<file path="src/rtl/alu4_pkg.sv">
// Shared definitions for the ALU sequencer: op codes, FSM states, instruction field layout.
// Latency: n/a (definitions only).
// Backpressure: n/a.
package alu4_pkg;

    localparam int OP_W       = 3;
    localparam int DEF_DATA_W = 4;
    localparam int DEF_NREG   = 4;

    typedef enum logic [OP_W-1:0] {
        OP_ADD = 3'b000,
        OP_SUB = 3'b001,
        OP_AND = 3'b010,
        OP_OR  = 3'b011,
        OP_XOR = 3'b100,
        OP_NOT = 3'b101,
        OP_SHL = 3'b110,
        OP_SHR = 3'b111
    } alu_op_e;

    typedef enum logic [1:0] {
        ST_IDLE  = 2'd0,
        ST_ISSUE = 2'd1,
        ST_RESP  = 2'd2
    } seq_state_e;

    // Instruction word, MSB to LSB: imm | op | dst | src_a | src_b.
    function automatic int ins_width(input int aw, input int dw);
        return 1 + OP_W + 2 * aw + dw;
    endfunction

    function automatic int src_a_lsb(input int dw);
        return dw;
    endfunction

    function automatic int dst_lsb(input int aw, input int dw);
        return dw + aw;
    endfunction

    function automatic int op_lsb(input int aw, input int dw);
        return dw + 2 * aw;
    endfunction

    function automatic int imm_bit(input int aw, input int dw);
        return dw + 2 * aw + OP_W;
    endfunction

endpackage

</file>
<file path="src/rtl/alu4_regfile.sv">
// Register file: NREG x DATA_W, two operand read ports plus a debug read port, one write port.
// Latency: reads combinational, write lands on the rising edge.
// Backpressure: none; the write port is accepted unconditionally.
module alu4_regfile #(
    parameter  int DATA_W = 4,
    parameter  int NREG   = 4,
    localparam int AW     = $clog2(NREG)
) (
    input  logic              clk,
    input  logic              rst_n,
    input  logic [AW-1:0]     rd_a_addr,
    output logic [DATA_W-1:0] rd_a_data,
    input  logic [AW-1:0]     rd_b_addr,
    output logic [DATA_W-1:0] rd_b_data,
    input  logic [AW-1:0]     dbg_addr,
    output logic [DATA_W-1:0] dbg_data,
    input  logic              wr_en,
    input  logic [AW-1:0]     wr_addr,
    input  logic [DATA_W-1:0] wr_data
);

    logic [DATA_W-1:0] mem [NREG];

    always_ff @(posedge clk or negedge rst_n) begin
        if (!rst_n) begin
            for (int i = 0; i < NREG; i++) begin
                mem[i] <= '0;
            end
        end else if (wr_en) begin
            mem[wr_addr] <= wr_data;
        end
    end

    assign rd_a_data = mem[rd_a_addr];
    assign rd_b_data = mem[rd_b_addr];
    assign dbg_data  = mem[dbg_addr];

endmodule

</file>
<file path="src/rtl/alu4_sequencer.sv">
// Issue front end for the external 4-bit ALU; ALU4_SEQUENCER_IMM_EN enables immediate operand B.
// Latency: accept at T0, writeback and res_valid at T1, ins_ready back at T2 earliest.
// Backpressure: ins_ready only in IDLE; res_* held stable until res_ready.
module alu4_sequencer
    import alu4_pkg::*;
#(
    parameter  int DATA_W = DEF_DATA_W,
    parameter  int NREG   = DEF_NREG,
    localparam int AW     = $clog2(NREG),
    localparam int INS_W  = ins_width(AW, DATA_W)
) (
    input  logic              clk,
    input  logic              rst_n,
    input  logic              ins_valid,
    output logic              ins_ready,
    input  logic [INS_W-1:0]  ins_data,
    output logic [DATA_W-1:0] alu_a,
    output logic [DATA_W-1:0] alu_b,
    output logic [2:0]        alu_op,
    input  logic [DATA_W-1:0] alu_r,
    input  logic              alu_zero,
    output logic              res_valid,
    input  logic              res_ready,
    output logic [DATA_W-1:0] res_data,
    output logic              res_zero,
    output logic [AW-1:0]     res_dst,
    input  logic [AW-1:0]     dbg_sel,
    output logic [DATA_W-1:0] dbg_data
);

    localparam int SRCA_LSB = src_a_lsb(DATA_W);
    localparam int DST_LSB  = dst_lsb(AW, DATA_W);
    localparam int OP_LSB   = op_lsb(AW, DATA_W);
    localparam int IMM_BIT  = imm_bit(AW, DATA_W);

    seq_state_e        state;
    logic [AW-1:0]     dst_q;

    logic              f_imm;
    logic [OP_W-1:0]   f_op;
    logic [AW-1:0]     f_dst;
    logic [AW-1:0]     f_src_a;
    logic [DATA_W-1:0] f_src_b;
    logic [AW-1:0]     f_src_b_idx;

    logic [DATA_W-1:0] rd_a_data;
    logic [DATA_W-1:0] rd_b_data;
    logic [DATA_W-1:0] opnd_b;
    logic              wr_en;

    assign f_imm       = ins_data[IMM_BIT];
    assign f_op        = ins_data[OP_LSB +: OP_W];
    assign f_dst       = ins_data[DST_LSB +: AW];
    assign f_src_a     = ins_data[SRCA_LSB +: AW];
    assign f_src_b     = ins_data[DATA_W-1:0];
    assign f_src_b_idx = f_src_b[AW-1:0];

`ifdef ALU4_SEQUENCER_IMM_EN
    assign opnd_b = f_imm ? f_src_b : rd_b_data;
`else
    // imm bit and the upper src_b bits carry no meaning in this build.
    logic unused_ins_bits;
    assign unused_ins_bits = ^{f_imm, f_src_b};
    assign opnd_b          = rd_b_data;
`endif

    // Writeback happens on the ISSUE edge, after the ALU has settled on the registered operands.
    assign wr_en     = (state == ST_ISSUE);
    assign ins_ready = (state == ST_IDLE);

    alu4_regfile #(
        .DATA_W (DATA_W),
        .NREG   (NREG)
    ) u_regfile (
        .clk       (clk),
        .rst_n     (rst_n),
        .rd_a_addr (f_src_a),
        .rd_a_data (rd_a_data),
        .rd_b_addr (f_src_b_idx),
        .rd_b_data (rd_b_data),
        .dbg_addr  (dbg_sel),
        .dbg_data  (dbg_data),
        .wr_en     (wr_en),
        .wr_addr   (dst_q),
        .wr_data   (alu_r)
    );

    always_ff @(posedge clk or negedge rst_n) begin
        if (!rst_n) begin
            state     <= ST_IDLE;
            dst_q     <= '0;
            alu_a     <= '0;
            alu_b     <= '0;
            alu_op    <= '0;
            res_valid <= 1'b0;
            res_data  <= '0;
            res_zero  <= 1'b0;
            res_dst   <= '0;
        end else begin
            case (state)
                ST_IDLE: begin
                    if (ins_valid) begin
                        alu_a  <= rd_a_data;
                        alu_b  <= opnd_b;
                        alu_op <= f_op;
                        dst_q  <= f_dst;
                        state  <= ST_ISSUE;
                    end
                end
                ST_ISSUE: begin
                    res_data  <= alu_r;
                    res_zero  <= alu_zero;
                    res_dst   <= dst_q;
                    res_valid <= 1'b1;
                    state     <= ST_RESP;
                end
                ST_RESP: begin
                    if (res_ready) begin
                        res_valid <= 1'b0;
                        state     <= ST_IDLE;
                    end
                end
                default: begin
                    state <= ST_IDLE;
                end
            endcase
        end
    end

endmodule

</file>
<file path="config.mk">
export PLATFORM = sky130hd
export DESIGN_NAME = alu4_sequencer
export DESIGN_NICKNAME = d
export VERILOG_FILES = /design/src/rtl/alu4_pkg.sv /design/src/rtl/alu4_regfile.sv /design/src/rtl/alu4_sequencer.sv
export SDC_FILE = /design/constraint.sdc
export NUM_CORES = 1
export LEC_CHECK = 0
export BUFFER_PORTS_ARGS = -buffer_cell sky130_fd_sc_hd__buf_2
export CORE_UTILIZATION = 35
export CTS_BUF_LIST = sky130_fd_sc_hd__clkbuf_8
export CTS_CLUSTER_DIAMETER = 40
export DETAILED_ROUTE_END_ITERATION = 8
export GPL_TIMING_DRIVEN = 0
export MAX_ROUTING_LAYER = met4
export PLACE_DENSITY_LB_ADDON = 0.15
export SYNTH_ARGS = -nofsm -noshare
export SYNTH_HDL_FRONTEND = slang
export SYNTH_HIERARCHICAL = 1
export SYNTH_SLANG_ARGS = --single-unit
export TNS_END_PERCENT = 50
</file>
<file path="constraint.sdc">
create_clock -name clk -period 1.45 [get_ports clk]
set_input_delay 0.0725 -clock clk [delete_from_list [all_inputs] [get_ports clk]]
set_output_delay 0.0725 -clock clk [all_outputs]
set_load 0.02 [all_outputs]
</file>
# Word level (Yosys, flattened, before mapping)

Index checks and enable logic that the tools add are counted.

Order comparisons: 5
Equal/unequal tests: 4
Multiplexer cells: 17
Bitwise gates (word level): 4
Reduce and logical (&&, ||, !) cells: 6

Operators by type and width:

| cell                                                                         | number |
|---|---|
| 4-bit 2-to-1 mux                                                             | 7 |
| 4-bit binary-select mux with 2-bit select                                    | 3 |
| 16-bit bitwise mux                                                           | 1 |
| 3-bit >= comparator, second input constant                                   | 4 |
| 2-bit NOT with 3-bit output                                                  | 4 |
| 4-bit demux with 2-bit select                                                | 1 |
| 2-bit case mux with 3 select lines                                           | 1 |
| 2-bit AND reduction                                                          | 3 |
| 2-bit 2-to-1 mux                                                             | 2 |
| 2-bit != test, second input constant                                         | 2 |
| 3-bit by 1-bit less-than comparator with 1-bit output, second input constant | 1 |
| 2-bit by 1-bit == test with 1-bit output, second input constant              | 1 |
| 2-bit == test, second input constant                                         | 1 |
| 2-bit zero test                                                              | 1 |
| 1-bit case mux with 2 select lines                                           | 1 |
| 2-bit nonzero test                                                           | 1 |
| 1-bit logical AND                                                            | 1 |
| 1-bit 2-to-1 mux                                                             | 1 |

Register bits: 39
Output and inout port bits: 24
Word-level logic and storage cells: 49

# Logic depth before layout (Yosys ltp)

Word-level depth: 6
Depth in mapped cells: 5

# Hierarchy

The synthesis kept the hierarchy.

By module, submodules not included:

| module         | times used | cells an instance | area each (µm²) | sequential area each (µm²) |
|---|---|---|---|---|
| alu4_sequencer | 1          | 55                | 923.4           | 575.6 |
| alu4_regfile   | 1          | 48                | 900.9           | 400.4 |

# Worst setup path after synthesis

No wires, ideal clock.

Path kind: register -> register
From: register state[1]
To: register u_regfile/mem[12] in the netlist's numbering
Library setup time: 0.125 ns
Arrival: 1.406 ns
Data required time: 1.325 ns
Setup slack: -0.081 ns
Cell stages (with the launch flop): 5
Clock period less this slack: 1.531 ns
Path through: dfrtp_1 -> and2b_2 -> buf_2 -> nor3b_4 -> mux2_2

Word-level cells in the longest chain between the ends: 1

Ends and longest elaborated chain:

| what                                     | line                  | source |
|---|---|---|
| start, declared                          | alu4_sequencer.sv:36  | `seq_state_e state;` |
| start signal, assigned                   | alu4_sequencer.sv:90  | `state <= ST_IDLE;` |
| start signal, assigned                   | alu4_sequencer.sv:107 | `state <= ST_ISSUE;` |
| start signal, assigned                   | alu4_sequencer.sv:115 | `state <= ST_RESP;` |
| 2-bit by 1-bit == test with 1-bit output | alu4_sequencer.sv:68  | `assign wr_en = (state == ST_ISSUE);` |
| via wr_en                                | alu4_sequencer.sv:49  | `logic wr_en;` |
| end signal, assigned by index            | alu4_regfile.sv:30    | `mem[wr_addr] <= wr_data;` |
| end, declared                            | alu4_regfile.sv:22    | `logic [DATA_W-1:0] mem [NREG];` |

The timed path passes the listed nets, and every way through them passes these cells.
A chain may end at the register's enable or synchronous reset.

# Worst setup path after layout

From: register state[1]
To: register u_regfile/mem[13] in the netlist's numbering

Word-level cells in the longest chain between the ends: 1

Ends and longest elaborated chain:

| what                                     | line |
|---|---|
| 2-bit by 1-bit == test with 1-bit output | alu4_sequencer.sv:68 |

Every way passes these cells.

==> results.yml <==
synthesis:
  synth_xor_area_frac: 0
  synth_simple_gate_area_frac: 0.0384
  syn-num-nets: 126
  ys_seq_elements: 39
  synth_mux_area_frac: 0.395
  synth_fa_ha_area_frac: 0
  seq_area_frac_synth: 0.535
  synth_compound_area_frac: 0.00960
  yosysWarnings: 6
  avgSynthCellArea_um2: 17.7
  syn_inst: 103
  ys_types: 19
  synth_top_family_by_area: "multiplexers"
  syn_area_mm2: 0.00182
routing:
  routed_wirelength_mm: 3.52
  vias: 1109
  via_per_inst: 4.80
  route.detailed.wl_per_inst_um: 15.2
  drc: 0
  drt-pass1-iter-count: 4
  antenna_left: 0
  drt-initial-drc-count: 35
cts:
  cts_tree: "done"
  cts-root-buf: "clkbuf_8"
  clkTransAtPathRegs_ns: 0.07
  cts_sinks: 39
  htreeDepth: 2
  clockBufferDepth: 2
  clkLatencyLatePin_ns: 0.28
  cts-buffers-inserted: 5
timing:
  period_minus_slack_ns: 1.43
  hold_viol_final: 0
  skew_ns: 0.00454
  finalMaxSlewViolations: 0
  worst_hold_slack_ns: 0.0145
  worst_pin_slew_ns: 0.829
  setup-violations-final: 0
  tns_ns: 0
  layout_setup_ws_ns: 0.0234
  fin_crit_sh: 0.984
  rsz0062_at_grt: "yes"
  slew_headroom: 0.447
  fmax_mhz: 701
worst_setup_path:
  critPathRequiredTime_ns: 1.62
  regToRegEndpoint: "u_regfile/mem[13]"
  path_class: "reg2reg"
  critPathCaptureType: "flop"
  worstPathMaxFanout: 5
  worstSetupEndpoint: "u_regfile/mem[13]"
  cp-startpoint: "state[1]"
  start_kind: "flop"
  worst-endpoint-arrival_ns: 1.59
  rr_worst_depth: 4
  r2r-start: "state[1]"
  r2r_slack_ns: 0.02
finish:
  stdcell_area_mm2: 0.00237
  fillCellCount: 452
  instances_no_fill: 231
  layout-drive-gt1-share: 0.695
  synthToLayoutAreaGrowth_pct: 30.0
  n_antenna_cell: 0
  fin_nets: 187
  finish.utilization: 0.486
place:
  post_dp_cell_area_mm2: 0.00213
  placed_cells: 213
  dp_slack_ns: -0.143
  gp_congestion: 0.805
  place_hpwl_mm: 2.51
  port_buffers: 43
floorplanning:
  rows: 25
  num_io_pins: 47
  die-height_um: 74.2
  core_area_mm2: 0.00488
  start_util: 0.374
  die-area_mm2: 0.00550
  chipWidth_um: 74.2
grt:
  antenna_found_initial: 0
  grtUsageTotal: 0.144
  grt_max_degree: 40
  grt_pass1_vias: 1177
  overflow: 0
  grt_pass1_wl_mm: 5.54
run_status:
  outcome: "finished clean"
power_and_ir_drop:
  leakagePower_nw: 1.08
  p_per_area_mw_per_mm2: 2320
  peakVddDrop_mv: 0.795
  fin_total_pwr_mw: 5.50
flow_run:
  cap_violations: 0
worst_hold_path:
  hold_path_class: "in2reg"
sequential cells by signal (all words and copies together) (netlist names):
signal,cells
alu_b,4
res_dst,2
res_valid,1
alu_op,3
res_data,4
res_zero,1
u_regfile/mem,16
state,2
alu_a,4
dst_q,2
layer usage:
layer / GRT usage / up-vias / wire, um
met3: 0.0379 / 5 / 191
met2: 0.232 / 40 / 1680
met4: 0.0641 / 0 / 42
li1: - / 510 / -
met5: - / - / 0
met1: 0.168 / 554 / 1600
Yosys cell counts:
library cell / count / share of area
dfrtp_1: 39 / 0.53
mux2_2: 27 / 0.17
mux2_4: 9 / 0.074
mux4_2: 9 / 0.11
mux4_1: 3 / 0.043
nand3b_1: 2 / 0.0082
nor2_1: 2 / 0.0041
a21o_1: 1 / 0.0041
a21oi_1: 1 / 0.0027
and2_4: 1 / 0.0048
and2b_2: 1 / 0.0048
buf_12: 1 / 0.011
buf_2: 1 / 0.0027
buf_6: 1 / 0.0062
inv_1: 1 / 0.0021
nand3_1: 1 / 0.0027
nor2_2: 1 / 0.0034
nor3b_4: 1 / 0.010
o21ai_0: 1 / 0.0027
kinds of logic (layout without fill, tap and decap cells):
group                  Yosys count  count (layout)
buffers and inverters            4              65
DFF                             39              39
muxes                           48              48
and+or+nand+nor                  9               9
AOI/OAI and AO/OA                3               3
worst max-delay path, cell delays in order (launching register included):
cell     delay, ns
dfrtp_1       0.38
and2b_2       0.26
nor3b_4       0.24
buf_6         0.14
mux2_4        0.29
area by class of cell:
| class | count | area [um2] | area share |
|---|---|---|---|
| clock buffer | 5 | 68.8 | 0.0290 |
| inverter | 1 | 3.75 | 0.00158 |
| multi-input combinational | 60 | 830 | 0.350 |
| buffer | 1 | 20.0 | 0.00844 |
| clock inverter | 2 | 37.5 | 0.0158 |
| sequential | 39 | 976 | 0.411 |
| tap | 67 | 83.8 | 0.0353 |
| timing repair buffer | 56 | 353 | 0.149 |
layout by cell type (no fill, tap or decap):
master | netlist | final
buf_2 | 1 | 41
dfrtp_1 | 39 | 39
mux2_2 | 27 | 23
mux2_4 | 9 | 13
mux4_2 | 9 | 10
buf_4 | 0 | 9
clkbuf_8 | 0 | 5
buf_6 | 1 | 4
nor2_1 | 2 | 2
mux4_1 | 3 | 2
nand3b_1 | 2 | 2
nor2_4 | 0 | 1
and2b_2 | 1 | 1
and2_4 | 1 | 1
buf_12 | 1 | 1
inv_1 | 1 | 1
o21ai_0 | 1 | 1
a21oi_1 | 1 | 1
a21o_1 | 1 | 1
clkinvlp_4 | 0 | 1
bufinv_16 | 0 | 1
clkbuf_16 | 0 | 1
dlygate4sd3_1 | 0 | 1
nor3b_4 | 1 | 1
nand3_2 | 0 | 1
how the worst min path moves through the flow:
stage | start | end | cells after the start
after floorplan | rst_n | alu_a[0] | 0
after global placement | rst_n | alu_a[0] | 1
after detailed placement | rst_n | alu_b[0] | 1
after CTS | alu_zero | res_zero | 2
after global routing | ins_data[7] | dst_q[1] | 2
final | ins_data[7] | dst_q[1] | 2
power by group:
part,total (mW),switching (mW),internal (mW)
logic,2.58,1.08,1.49
clock network,0.865,0.362,0.503
registers,2.06,0.409,1.65
total,5.50,1.86,3.64
repair_timing:
item | CTS | global route
pin swaps | 0 | 1
hold buffers | 1 | 0
cloned | 0 | 1
setup buffers | 8 | 3
resized for setup | 3 | 11
endpoints found under the setup margin | 15 | 20
endpoints found under the hold margin | 39 | 0
Power figures use the tool's default switching activity.
